### config.mk
export PLATFORM = sky130hd
export DESIGN_NAME = miriscv_issue_ctrl
export DESIGN_NICKNAME = d
export VERILOG_FILES = /design/src/rtl/miriscv_issue_ctrl.sv
export SDC_FILE = /design/constraint.sdc
export NUM_CORES = 1
export LEC_CHECK = 0
export CAP_MARGIN = 20
export CELL_PAD_IN_SITES_DETAIL_PLACEMENT = 0
export CELL_PAD_IN_SITES_GLOBAL_PLACEMENT = 1
export CORE_MARGIN = 4
export CORE_UTILIZATION = 29
export DETAILED_ROUTE_END_ITERATION = 7
export GPL_TIMING_DRIVEN = 0
export PLACE_DENSITY = 0.87
export REMOVE_ABC_BUFFERS = 1
export SYNTH_ARGS = -nofsm -noshare
export SYNTH_HDL_FRONTEND = slang
export SYNTH_SLANG_ARGS = --single-unit
### constraint.sdc
create_clock -name clk_i -period 2.2 [get_ports clk_i]
set_input_delay 0.22 -clock clk_i [delete_from_list [all_inputs] [get_ports clk_i]]
set_output_delay 0.22 -clock clk_i [all_outputs]
set_load 0.01 [all_outputs]
### src/rtl/miriscv_issue_ctrl.sv
// Issue/hazard controller: tracks in-flight destinations through the EX/WB pipe,
// selects operand forwarding and produces boot/stall/kill controls for fetch and decode.
module miriscv_issue_ctrl #(
   parameter int GPR_ADDR_WIDTH = 5,
   parameter int EX_DEPTH       = 2,
   parameter int BOOT_CYCLES    = 2,
   localparam int FWD_W         = $clog2(EX_DEPTH + 1)
) (
   input  logic                      clk_i,
   input  logic                      rst_i,
   input  logic                      d_valid_i,
   input  logic                      d_rs1_re_i,
   input  logic                      d_rs2_re_i,
   input  logic [GPR_ADDR_WIDTH-1:0] d_rs1_addr_i,
   input  logic [GPR_ADDR_WIDTH-1:0] d_rs2_addr_i,
   input  logic                      d_rd_we_i,
   input  logic [GPR_ADDR_WIDTH-1:0] d_rd_addr_i,
   input  logic                      d_load_i,
   input  logic                      ex_redirect_i,
   input  logic                      lsu_stall_i,
   input  logic                      mdu_stall_i,
   output logic                      issue_o,
   output logic [FWD_W-1:0]          fwd_rs1_sel_o,
   output logic [FWD_W-1:0]          fwd_rs2_sel_o,
   output logic [EX_DEPTH-1:0]       pipe_valid_o,
   output logic                      wb_we_o,
   output logic [GPR_ADDR_WIDTH-1:0] wb_rd_addr_o,
   output logic                      cu_boot_addr_load_en_o,
   output logic                      cu_stall_f_o,
   output logic                      cu_stall_d_o,
   output logic                      cu_kill_f_o,
   output logic                      cu_kill_d_o
);

   localparam int CNT_W = $clog2(BOOT_CYCLES + 1);

   typedef struct packed {
      logic                      valid;
      logic                      we;
      logic [GPR_ADDR_WIDTH-1:0] rd;
      logic                      load;
   } sb_entry_t;

   typedef struct packed {
      logic [FWD_W-1:0] sel;
      logic             load_use;
   } fwd_t;

   sb_entry_t        sb_q [EX_DEPTH];
   sb_entry_t        sb_d [EX_DEPTH];
   logic [CNT_W-1:0] boot_cnt_q;
   logic [CNT_W-1:0] boot_cnt_d;

   logic boot_en;
   logic back_stall;
   logic hz;
   logic stall;
   logic kill;
   logic issue;
   fwd_t rs1_fwd;
   fwd_t rs2_fwd;

   // Scan oldest to youngest so the youngest matching producer overrides.
   function automatic fwd_t lookup(input logic                      re,
                                   input logic [GPR_ADDR_WIDTH-1:0] addr,
                                   input sb_entry_t                 sb [EX_DEPTH]);
      fwd_t r;
      r = '0;
      for (int k = EX_DEPTH - 1; k >= 0; k--) begin
         if (re && (addr != '0) && sb[k].valid && sb[k].we && (sb[k].rd == addr)) begin
            r.sel      = FWD_W'(k + 1);
            r.load_use = sb[k].load && (k < EX_DEPTH - 1);
         end
      end
      return r;
   endfunction

   always_comb begin
      boot_en    = (boot_cnt_q < CNT_W'(BOOT_CYCLES));
      back_stall = lsu_stall_i | mdu_stall_i;
      rs1_fwd    = lookup(d_rs1_re_i, d_rs1_addr_i, sb_q);
      rs2_fwd    = lookup(d_rs2_re_i, d_rs2_addr_i, sb_q);
      hz         = rs1_fwd.load_use | rs2_fwd.load_use;
      stall      = boot_en | back_stall | (d_valid_i & hz);
      kill       = ex_redirect_i & ~back_stall & ~boot_en;
      issue      = d_valid_i & ~stall & ~kill;
   end

   always_comb begin
      boot_cnt_d = boot_cnt_q;
      if (boot_en) begin
         boot_cnt_d = boot_cnt_q + CNT_W'(1);
      end
   end

   // A frozen back end holds every entry, so a hazard stall under back_stall inserts no bubble.
   always_comb begin
      sb_d = sb_q;
      if (!back_stall) begin
         for (int k = EX_DEPTH - 1; k > 0; k--) begin
            sb_d[k] = sb_q[k-1];
         end
         sb_d[0] = '0;
         if (issue) begin
            sb_d[0].valid = 1'b1;
            sb_d[0].we    = d_rd_we_i;
            sb_d[0].rd    = d_rd_addr_i;
            sb_d[0].load  = d_load_i;
         end
      end
   end

   always_ff @(posedge clk_i) begin
      if (rst_i) begin
         boot_cnt_q <= '0;
         for (int k = 0; k < EX_DEPTH; k++) begin
            sb_q[k] <= '0;
         end
      end else begin
         boot_cnt_q <= boot_cnt_d;
         for (int k = 0; k < EX_DEPTH; k++) begin
            sb_q[k] <= sb_d[k];
         end
      end
   end

   always_comb begin
      pipe_valid_o = '0;
      for (int k = 0; k < EX_DEPTH; k++) begin
         pipe_valid_o[k] = sb_q[k].valid;
      end
   end

   assign issue_o                = issue;
   assign fwd_rs1_sel_o          = rs1_fwd.sel;
   assign fwd_rs2_sel_o          = rs2_fwd.sel;
   assign wb_we_o                = sb_q[EX_DEPTH-1].valid & sb_q[EX_DEPTH-1].we & ~back_stall
                                   & (sb_q[EX_DEPTH-1].rd != '0);
   assign wb_rd_addr_o           = sb_q[EX_DEPTH-1].rd;
   assign cu_boot_addr_load_en_o = boot_en;
   assign cu_stall_f_o           = stall;
   assign cu_stall_d_o           = stall;
   assign cu_kill_f_o            = kill;
   assign cu_kill_d_o            = kill;

endmodule

==> flow_summary.yaml <==
sta:
  max_freq_mhz: 468
  setup_viol: 0
  worst_slew_pin_slew_ps: 432
  maxSlewHeadroom: 0.711
  hold_violations: 0
  clock_skew_ps: 2.54
  slew_viol_final: 0
  rsz0062_at_grt: "no"
  min_period_ps: 2140
  finalCritPeriodShare: 0.971
placed_design:
  dpl.cell_count: 206
  portBuffers: 42
  gp_congestion: 0.877
  dp_hpwl_um: 2270
  dpl_cell_area_sq_um: 1420
power:
  power.total_uw: 613
  cellPowerDensity_nw_per_um2: 416
  peakVddDrop_uv: 162
  leakage_nw: 0.575
routing:
  wl_per_cell_um: 13.3
  dr.first_iter.drc_count: 91
  drt_wl_total_um: 2800
  wl_met3_um: 232
  drc: 0
  firstDrtPassIters: 4
  viasPerCell: 4.70
  routed.top_layer: "met4"
  final_antenna_net_count: 0
  drt-met1-wl_um: 1230
  vias: 991
  met2WireLength_um: 1300
yosys:
  synth_area_leaders: "dfxtp_1 33%, xnor2_1 10%, nand2_1 8.3%, xor2_1 7.6%, buf_4 6.5%"
  netlist_area_sq_um: 1040
  seq_area_frac_synth: 0.328
  synth_warnings: 0
  synth_ff_type: "dfxtp_1"
  synthArstFlopShare: 0
  synth_area_per_cell_sq_um: 7.86
  synth_edf_count: 0
  synth.most_common_cell: "nand2_1"
  synth_area_leader_cell: "dfxtp_1"
  synth.distinct_cells: 25
  synthTopCellsByCount: "23 x nand2_1, 17 x dfxtp_1, 12 x xnor2_1"
  netlist_instances: 132
  synth_top_area_frac: 0.328
  ys_ff_latch: 17
min_path:
  min-delay-start: "d_rd_addr_i[2]"
  holdPathStages: 3
  hold_end: "sb_q[11]"
  hp-class: "in2reg"
clock_tree:
  cts.sink_count: 17
  htreeDepth: 1
  cts-root-buf: "clkbuf_4"
  cts.path.max_buffers: 2
  ctsHoldBuffers: 0
  clk_latency_ps: 280
  tritoncts: "built"
  cts-buffers-inserted: 3
  clk_pin_slew_worst_paths_ps: 100
grt:
  grt.overflow.total: 0
  grt_antenna_before_repair: 0
  grt_pass1_vias: 1016
  grt_start_max_net_pins: 13
  grt_pass1_wl_um: 4600
  grt_use_total: 0.130
setup_path:
  ff2ff_setup_slack_ps: 670
  rr_endpoint: "sb_q[9]"
  reg2reg_from: "sb_q[13]"
  crit_fanout: 4
  crit_type: "in2out"
  reg2regPathDepth: 6
  worstSetupEndpointType: "output port"
  required_ps: 1980
  arrival_ps: 1920
  cp-start-kind: "input port"
floorplanning:
  rows: 21
  start_util: 0.306
  core-area_sq_um: 3390
  dieHeight_um: 67.8
  dieArea_sq_um: 4600
  ios: 43
  fp.dieW_um: 67.8
flow_run:
  drv_cap: 0
final_layout:
  layout.nets: 191
  stdcell_area_sq_um: 1470
  drive_gt1_frac: 0.158
  final_cells: 211
  antennaDiodeCount: 0
  area_delta_synth_final_pct: 42.0
  n_fill_cell: 335
outcome:
  status: "finished clean"
state kept, by name, summed over array words and instances, names as in the netlist:
signal and flops:
pipe_valid_o 2, sb_q 8, wb_rd_addr_o 5, boot_cnt_q 2
critical path: stages:
cell and delay [ps]:
clkdlybuf4s15_2 210, or4_4 550, o21ai_4 180, nor3_4 80
o21a_2 230, a211o_1 300, buf_2 140
metal layers:
layer | track usage | vias to the layer above
met2 | 0.217 | 44
met4 | 0.0372 | 0
met5 | 0 | -
met3 | 0.0300 | 4
met1 | 0.166 | 440
li1 | - | 503
through the flow:
step                setup slack (ps)  setup TNS, ps  utilization  hold WS (ps)
finish                          64.6              0        0.434           473
global route                    1.36              0        0.434           476
CTS                            -89.8          -89.8        0.433           471
detailed placement              -704          -3090        0.419           471
global placement                -672          -2660        0.419           470
floorplan                        316              0            -           289
timing repair:
action                     CTS  global route
setup endpoints to repair   10             6
resized for setup           26            16
buffers inserted             1             0
pin swaps                    2             4
power breakdown:
part / internal [mW] / switching, mW / total, mW
Clock: 0.0674 / 0.0971 / 0.165
Sequential: 0.317 / 0.00880 / 0.326
Combinational: 0.0664 / 0.0565 / 0.123
cell usage in the layout, fill, tap and decap left out:
cell type / Yosys / layout
nor4_1: 2 / 2
a211o_1: 1 / 1
buf_2: 0 / 1
dlygate4sd2_1: 0 / 5
nand4_1: 4 / 4
a21oi_1: 9 / 9
o21a_2: 0 / 1
xnor2_1: 12 / 12
clkbuf_2: 0 / 5
nand2_1: 23 / 23
o31ai_2: 1 / 1
nor3_4: 0 / 2
nand4b_1: 1 / 1
o21ai_4: 0 / 2
nand3_1: 3 / 3
nor2_4: 0 / 1
nor2_1: 8 / 7
or4_4: 1 / 2
nor3_1: 4 / 3
buf_4: 9 / 1
inv_1: 8 / 8
dfxtp_2: 0 / 3
clkdlybuf4s15_1: 0 / 1
or2_2: 2 / 2
xor2_1: 9 / 9
clkdlybuf4s50_1: 0 / 28
dlymetal6s2s_1: 0 / 1
o31ai_1: 6 / 6
dfxtp_1: 17 / 14
and3_1: 1 / 1
clkbuf_4: 0 / 3
clkdlybuf4s15_2: 0 / 1
clkinv_2: 0 / 1
o21a_1: 2 / 1
cells by family (layout without fill, tap and decap cells):
group	after synthesis	in the layout	share of synthesized area
and+or+nand+nor	51	51	0.236
buffers and inverters	22	55	0.119
AOI/OAI and AO/OA	21	21	0.139
xor gates and xnor gates	21	21	0.177
DFF	17	17	0.328
area by class of cell:
class                   count  area (sq um)  share of cell area
clock buffers               3          22.5              0.0153
repair buffers             43           395               0.268
multi-input cells          93           618               0.420
inverters                   8          30.0              0.0204
well taps                  46          57.6              0.0391
flip-flops and latches     17           344               0.234
clock inverters             1          5.00             0.00340
worst max-delay path by stage:
stage / from / endpoint / slack [ps] / depth (start not counted)
global route: sb_q[13] / fwd_rs1_sel_o[0] / 1 / 4
global placement: d_rs1_addr_i[1] / cu_stall_d_o / -670 / 7
finish: d_rs1_addr_i[3] / cu_stall_d_o / 60 / 7
floorplan: d_rs2_addr_i[3] / cu_stall_d_o / 320 / 5
detailed placement: d_rs2_addr_i[3] / cu_stall_f_o / -700 / 7
CTS: d_rs2_addr_i[3] / cu_stall_f_o / -90 / 7
(Power assumes the default switching activity.)
